## config.mk

```make
export PLATFORM = sky130hd
export DESIGN_NAME = score_updater
export DESIGN_NICKNAME = d
export VERILOG_FILES = /design/src/rtl/score_updater.sv
export SDC_FILE = /design/constraint.sdc
export NUM_CORES = 1
export LEC_CHECK = 0
export ABC_AREA = 1
export CORE_ASPECT_RATIO = 0.8
export CORE_MARGIN = 3
export CORE_UTILIZATION = 50
export DETAILED_ROUTE_END_ITERATION = 16
export PLACE_DENSITY = 0.76
export SETUP_SLACK_MARGIN = 0.02
export SLEW_MARGIN = 20
export SYNTH_ARGS = -nofsm -noshare
export SYNTH_HDL_FRONTEND = slang
export SYNTH_SLANG_ARGS = --single-unit
```

## constraint.sdc

```tcl
create_clock -name clk -period 2.2 [get_ports clk]
set_clock_uncertainty 0.2 [all_clocks]
set_input_delay 0.55 -clock clk [delete_from_list [all_inputs] [get_ports clk]]
set_output_delay 0.55 -clock clk [all_outputs]
set_load 0.05 [all_outputs]
```

## src/rtl/score_updater.sv

```systemverilog
// score_updater -- per-team score register for the basketball scoreboard.
//
// Applies +1/+2/+3 additions and undo subtractions from panel buttons,
// keeping the score within [0, MAX_SCORE]. Button rises are edge-detected
// and followed by a lockout and a wait-for-release, so that one press
// produces exactly one update.
//
// Optional feature: define SCORE_UPDATER_BCD_EN to add registered BCD
// digit outputs score_tens / score_units (valid only for MAX_SCORE <= 99).
//
// Ports:
//   clk         in   system clock, rising edge
//   rst         in   synchronous active-high reset
//   clear       in   synchronous score clear (level), priority after rst
//   add_btn     in   add request level (already synchronized)
//   sub_btn     in   subtract/undo request level
//   pts[1:0]    in   point value 1..3 (0 is refused)
//   score[6:0]  out  current score, binary
//   updated     out  one-cycle pulse when score changed
//   rejected    out  one-cycle pulse when a request was refused
//   busy        out  high whenever the FSM is not idle
//   score_tens  out  BCD tens digit   (SCORE_UPDATER_BCD_EN only)
//   score_units out  BCD units digit  (SCORE_UPDATER_BCD_EN only)
module score_updater #(
    parameter int MAX_SCORE   = 99,
    parameter int LOCK_CYCLES = 4,
    parameter int LOCK_W      = 3
) (
    input  logic       clk,
    input  logic       rst,
    input  logic       clear,
    input  logic       add_btn,
    input  logic       sub_btn,
    input  logic [1:0] pts,
    output logic [6:0] score,
    output logic       updated,
    output logic       rejected,
`ifdef SCORE_UPDATER_BCD_EN
    output logic [3:0] score_tens,
    output logic [3:0] score_units,
`endif
    output logic       busy
);

    typedef enum logic [1:0] {IDLE, APPLY, LOCKOUT, WAIT_REL} state_t;
    typedef enum logic [1:0] {OP_ADD, OP_SUB, OP_BAD} op_t;

    localparam logic [7:0]        MAX8     = 8'(MAX_SCORE);
    localparam logic [LOCK_W-1:0] LOCK_LD  = LOCK_W'(LOCK_CYCLES - 1);

    state_t            state, state_nx;
    op_t               op_r;
    logic [1:0]        pts_r;
    logic              add_q, sub_q;
    logic              add_rise, sub_rise;
    logic [LOCK_W-1:0] lock_cnt;
    logic [7:0]        sum_w;
    logic              add_ok, sub_ok;
    logic              upd_d, rej_d;

    assign add_rise = add_btn & ~add_q;
    assign sub_rise = sub_btn & ~sub_q;

    // ---------------------------------------------------------------
    // State register. clear parks the FSM in WAIT_REL so a still-held
    // button cannot re-trigger once the clear is released.
    // ---------------------------------------------------------------
    always_ff @(posedge clk) begin
        if (rst)        state <= IDLE;
        else if (clear) state <= WAIT_REL;
        else            state <= state_nx;
    end

    // ---------------------------------------------------------------
    // Next-state logic
    // ---------------------------------------------------------------
    always_comb begin
        state_nx = state;
        case (state)
            IDLE:     if (add_rise || sub_rise) state_nx = APPLY;
            APPLY:    state_nx = LOCKOUT;
            LOCKOUT:  if (lock_cnt == '0) state_nx = WAIT_REL;
            WAIT_REL: if (!add_btn && !sub_btn) state_nx = IDLE;
            default:  state_nx = IDLE;
        endcase
    end

    // ---------------------------------------------------------------
    // Output / decision logic. The sum is formed at 8 bits so a score
    // near 127 cannot wrap past the bound check.
    // ---------------------------------------------------------------
    always_comb begin
        sum_w  = {1'b0, score} + {6'b0, pts_r};
        add_ok = (op_r == OP_ADD) && (pts_r != 2'd0) && (sum_w <= MAX8);
        sub_ok = (op_r == OP_SUB) && (pts_r != 2'd0) && (score >= {5'b0, pts_r});
        upd_d  = 1'b0;
        rej_d  = 1'b0;
        if (state == APPLY) begin
            upd_d = add_ok | sub_ok;
            rej_d = ~(add_ok | sub_ok);
        end
        busy = (state != IDLE);
    end

    // ---------------------------------------------------------------
    // Datapath: edge registers, request latch, score, pulses, lockout
    // ---------------------------------------------------------------
    always_ff @(posedge clk) begin
        if (rst) begin
            add_q    <= 1'b0;
            sub_q    <= 1'b0;
            op_r     <= OP_ADD;
            pts_r    <= 2'd0;
            score    <= 7'd0;
            updated  <= 1'b0;
            rejected <= 1'b0;
            lock_cnt <= '0;
        end else begin
            add_q    <= add_btn;
            sub_q    <= sub_btn;
            // clear discards any apply happening in the same cycle
            updated  <= upd_d & ~clear;
            rejected <= rej_d & ~clear;

            if (state == IDLE && (add_rise || sub_rise)) begin
                if (add_rise && sub_rise) op_r <= OP_BAD;
                else if (add_rise)        op_r <= OP_ADD;
                else                      op_r <= OP_SUB;
                pts_r <= pts;
            end

            if (clear)
                score <= 7'd0;
            else if (state == APPLY && add_ok)
                score <= sum_w[6:0];
            else if (state == APPLY && sub_ok)
                score <= score - {5'b0, pts_r};

            if (state == APPLY)
                lock_cnt <= LOCK_LD;
            else if (state == LOCKOUT && lock_cnt != '0)
                lock_cnt <= lock_cnt - 1'b1;
        end
    end

`ifdef SCORE_UPDATER_BCD_EN
    // Digits trail score by one cycle.
    always_ff @(posedge clk) begin
        if (rst) begin
            score_tens  <= 4'd0;
            score_units <= 4'd0;
        end else begin
            score_tens  <= 4'(score / 7'd10);
            score_units <= 4'(score % 7'd10);
        end
    end
`endif

endmodule

```

# Word level (Yosys, flattened, before mapping)
# Cells that the tools add are included.
# classes
magnitude_cmp	2
reduce_logical	24
addsub	3
n_bitwise	9
div	0
n_mux	13
multipliers	0
eq_ne	7
n_shift	0
# op_table
operator	n
2-bit 2-to-1 mux	7
7-bit 2-to-1 mux	2
1-bit logical AND	10
7-bit by 2-bit adder with 8-bit output	1
8-bit by 7-bit <= comparator with 1-bit output (second input constant)	1
2-bit case mux with 4 select lines	1
2-bit nonzero test	4
7-bit by 2-bit greater-or-equal comparator with 1-bit output	1
7-bit by 2-bit subtractor with 7-bit output	1
3-bit != test (second input constant)	2
1-bit bitwise AND	4
2-bit by 1-bit equality test with 1-bit output (second input constant)	2
2-bit equality test (second input constant)	2
2-bit logical NOT	2
1-bit inverter	4
2-bit OR reduction	2
3-bit logical NOT	1
1-bit 2-to-1 mux	3
3-bit by 2-bit != test with 1-bit output (second input constant)	1
3-bit AND reduction	1
3-bit nonzero test	1
3-bit by 1-bit subtractor with 3-bit output (second input constant)	1
1-bit logical NOT	2
1-bit logical OR	1
1-bit OR	1
# word_totals
elab_cells	68
mem_count	0
latch_bits	0
ram_bits	0
rom_bits	0
register_bits	20

# Depth between registers and ports, before layout
# depth
ltp_word	7
mapped_depth	16
mapped_depth_nobuf	16

# Worst setup path before layout
# Ideal clock, no wire load.
# synth_timing
path_kind	register -> register
from	register score[0]
to	register score[1]
period_less_slack_ns	2.586
path_stages_with_launch	16
required_time_ns	1.885
n_path_buf	0
setup_slack_ns	-0.386
arrival_time_ns	2.271
setup_time_ns	0.115
path_cell_list	dfxtp_1 -> ha_1 -> inv_1 -> fa_1 -> inv_1 -> nand3_1 -> nand2_1 -> nand2_1 -> nor2_1 -> nand2_2 -> nand3_4 -> nand2_2 -> nand2_2 -> nand2_4 -> a21oi_1 -> nor2_1
# synth_via
elab_chain_cells	5
elab_cells_between_ends	11
classes_between	add/sub (2); order compare (2); mux (2); reduce/logical (5)
# synth_lines
item	line	text
start: declaration	35	output logic [6:0] score,
start signal: assignment	135	score <= sum_w[6:0];
start signal: assignment	137	score <= score - {5'b0, pts_r};
7-bit by 2-bit adder with 8-bit output	93	sum_w = {1'b0, score} + {6'b0, pts_r};
8-bit by 7-bit <= comparator with 1-bit output	94	add_ok = (op_r == OP_ADD) && (pts_r != 2'd0) && (sum_w <= MAX8);
1-bit logical AND	94	
1-bit logical AND	134	else if (state == APPLY && add_ok)
7-bit 2-to-1 mux / 2-bit nonzero test (equally long branches)	n/a	
# Several ways; a longest one is shown, not always the timed one. The select of a mux whose other input is x is not followed.
# A chain may end at the register's enable or synchronous reset.

# Worst setup path after layout
# layout_timing
from	register score[0]
to	register score[2]
# Same word-level chain as after synthesis.

==> flow_summary.yaml <==
status:
  outcome: "complete, but fails checks"
  violations: "setup timing"
yosys:
  synthAdderAreaFrac: 0.117
  synth_compound_area_frac: 0.112
  ys_types: 31
  ys_seq_area_frac: 0.283
  syn-cell-area_um2: 1420
  synth_simple_gate_area_frac: 0.329
  synth_fp_nets: 215
  yosys_warnings: 0
  muxShareOfSynthArea: 0
  synth_top_family_by_area: "simple AND/OR/NAND/NOR gates"
  synth_seq_cells: 20
  syn_inst: 196
  synth-xor-area-share: 0.0371
  postSynthAreaPerCell_um2: 7.23
cts:
  hold_buffers: 0
  cts.sinks: 20
  cts-buffers-inserted: 3
  cts_buffer_depth: 2
  clkTransAtPathRegs_ps: 120
  cts_tree: "yes"
  h-tree-depth: 1
  cts_root_buf: "clkbuf_4"
  clkLatencyLatePin_ps: 310
layout:
  area_growth_pct: 31.6
  layout_commonest_cell: "inv_1"
  antenna_cells: 0
  final_nets: 250
  final_cells: 266
  layout-drive-gt1-share: 0.287
  fin_util: 0.728
  final_cell_mix: "inv_1, nand2_1, buf_4"
grt:
  grt_max_degree: 13
  first_global_vias: 1270
  grt-ovfl-total: 0
  antenna_found_initial: 0
  grt_pass1_wl_um: 5780
  grt_usage: 0.219
drt:
  firstDrtPassIters: 5
  vias: 1350
  ant_nets: 0
  via_per_inst: 5.08
  m1WireLength_um: 1780
  top_layer_used: "met4"
  drc: 0
  met2_length_um: 1640
  wl_per_cell_um: 13.4
  dr.first_iter.drc_count: 60
  wl_met3_um: 121
  wl_um: 3560
floorplan:
  start_util: 0.553
  die_h_um: 53.6
  rows: 16
  die_area_um2: 3510
  die_width_um: 65.5
  core_area_um2: 2560
  num_io_pins: 17
timing:
  setup_violations: 7
  worstMarginPinSlew_ps: 485
  relSlewSlack: 0.678
  finalHoldViolations: 0
  rsz0062_at_grt: "true"
  fin_ws_ps: -51.4
  post-route-period-util: 1.02
  report.final.slew_viol_count: 0
  fmaxAchievable_mhz: 444
  fin_crit_ps: 2250
critical_path:
  cp_cell_sequence: "ha_4, inv_4, fa_2, inv_2, nand3_2, nand2_2, nand2_1, nor2_1, nand2_2, nand3_4, nand3_4, inv_2, nand2_1, nand2_1, inv_1, nor2_2"
  crit_fanout: 6
  path_buf_inv: 4
  path_depth: 16
  rr_startpoint: "score[0]"
  max_stage_delay_ps: 400
  worstReg2RegEnd: "score[2]"
  path_common_cell: "nand2_1"
  cp.required_ps: 2260
  critical_path_class: "reg -> reg"
  end_kind: "flip-flop"
  critPathLaunchType: "flip-flop"
  endpoint: "score[2]"
  worstPathArrival_ps: 2310
  cp-startpoint: "score[0]"
  critPathTopFamily: "simple AND/OR/NAND/NOR gates"
  slowest_stage: "fa_2"
  reg2reg_slack_ps: -50
  worst_r2r_path_depth: 16
placed_design:
  portBuffers: 16
  place_hpwl_um: 2790
  pre_cts_slack_ps: -94.5
  dp_cells: 256
  place_congestion: 0.922
min_path:
  hold_path_class: "reg -> reg"
job:
  drv_cap: 0
power_and_ir_drop:
  vdd_drop_max_v: 0.000389
  power.density_nw_per_um2: 577
  p_leak_nw: 0.908
## synthesized netlist by cell type (all sizes together)
master   number  share of area
nand2        40           0.13
or2           1         0.0044
a211oi        2          0.011
nor3          3          0.011
nor2         22          0.071
inv          36          0.095
o21ai        10          0.035
clkbuf        1         0.0026
a21oi        13          0.049
dfxtp        20           0.28
o21bai        1         0.0053
nand4         8          0.040
nand3        15          0.071
o21a          1         0.0062
buf           4          0.025
fa            2          0.028
xor2          5          0.031
xnor2         1         0.0062
ha           10          0.088
a2111oi       1         0.0062
## metrics by stage
| step | total power (W) | cell area (um2) | setup TNS (ps) | hold WS [ps] |
|---|---|---|---|---|
| global placement | 0.000742 | 1720 | -92.8 | 263 |
| finish | 0.00108 | 1860 | -240 | 297 |
| CTS | 0.00107 | 1840 | -195 | 298 |
| global route | 0.00113 | 1860 | -1300 | 328 |
| detailed placement | 0.000755 | 1720 | -289 | 280 |
| floorplan | 0.000646 | 1440 | -9.26 | 254 |
## where the power goes
group          internal, W  total, W  switching (W)
clock network     0.000184  0.000309       0.000125
registers         0.000387  0.000410      0.0000226
logic             0.000140  0.000357       0.000216
## flip-flops by register name, indices dropped and copies added (netlist names)
signal    flops
pts_r         2
add_q         1
op_r          2
state         2
score         7
lock_cnt      3
updated       1
sub_q         1
rejected      1
## layer usage
metal	vias up	global-route usage
met5	-	0
met4	0	0.0414
met3	4	0.0376
met2	26	0.368
met1	628	0.302
li1	692	-
## worst min path at each step
stage           startpoint     endpoint  slack [ps]  cells past startpoint
2_1_floorplan      op_r[1]      op_r[1]         250                      2
3_3_place_gp   lock_cnt[0]  lock_cnt[0]         260                      2
3_5_place_dp       op_r[1]      op_r[1]         280                      2
4_1_cts        lock_cnt[0]  lock_cnt[0]         300                      2
5_1_grt            op_r[1]      op_r[1]         330                      2
6_report           op_r[1]      op_r[1]         300                      2
## area by class of cell
cell class,count,area (um2)
inverter,36,138
sequential,20,410
tap,36,45.0
clock buffer,3,22.5
multi-input combinational,135,897
timing repair buffer,35,322
clock inverter,1,30.0
fill,214,698
## repair_timing
action,in CTS,in global routing
pin swaps,3,0
resized for setup,10,6
setup endpoints to repair,9,10
buffers inserted,5,1
cloned,0,0
## cells by family (layout without fill, tap and decap cells)
kind of cell    Yosys count  after routing
buf+inv                  41             75
compound gates           28             28
flops                    20             20
xor+xnor                  6              6
simple gates             89             89
fa+ha+maj                12             12
## worst min-delay path, stage by stage (launching register included)
cell and delay, ps:
dfxtp_1 340, nand2_1 60, a21oi_1 50
No activity file was read; power rests on OpenSTA's default activity.
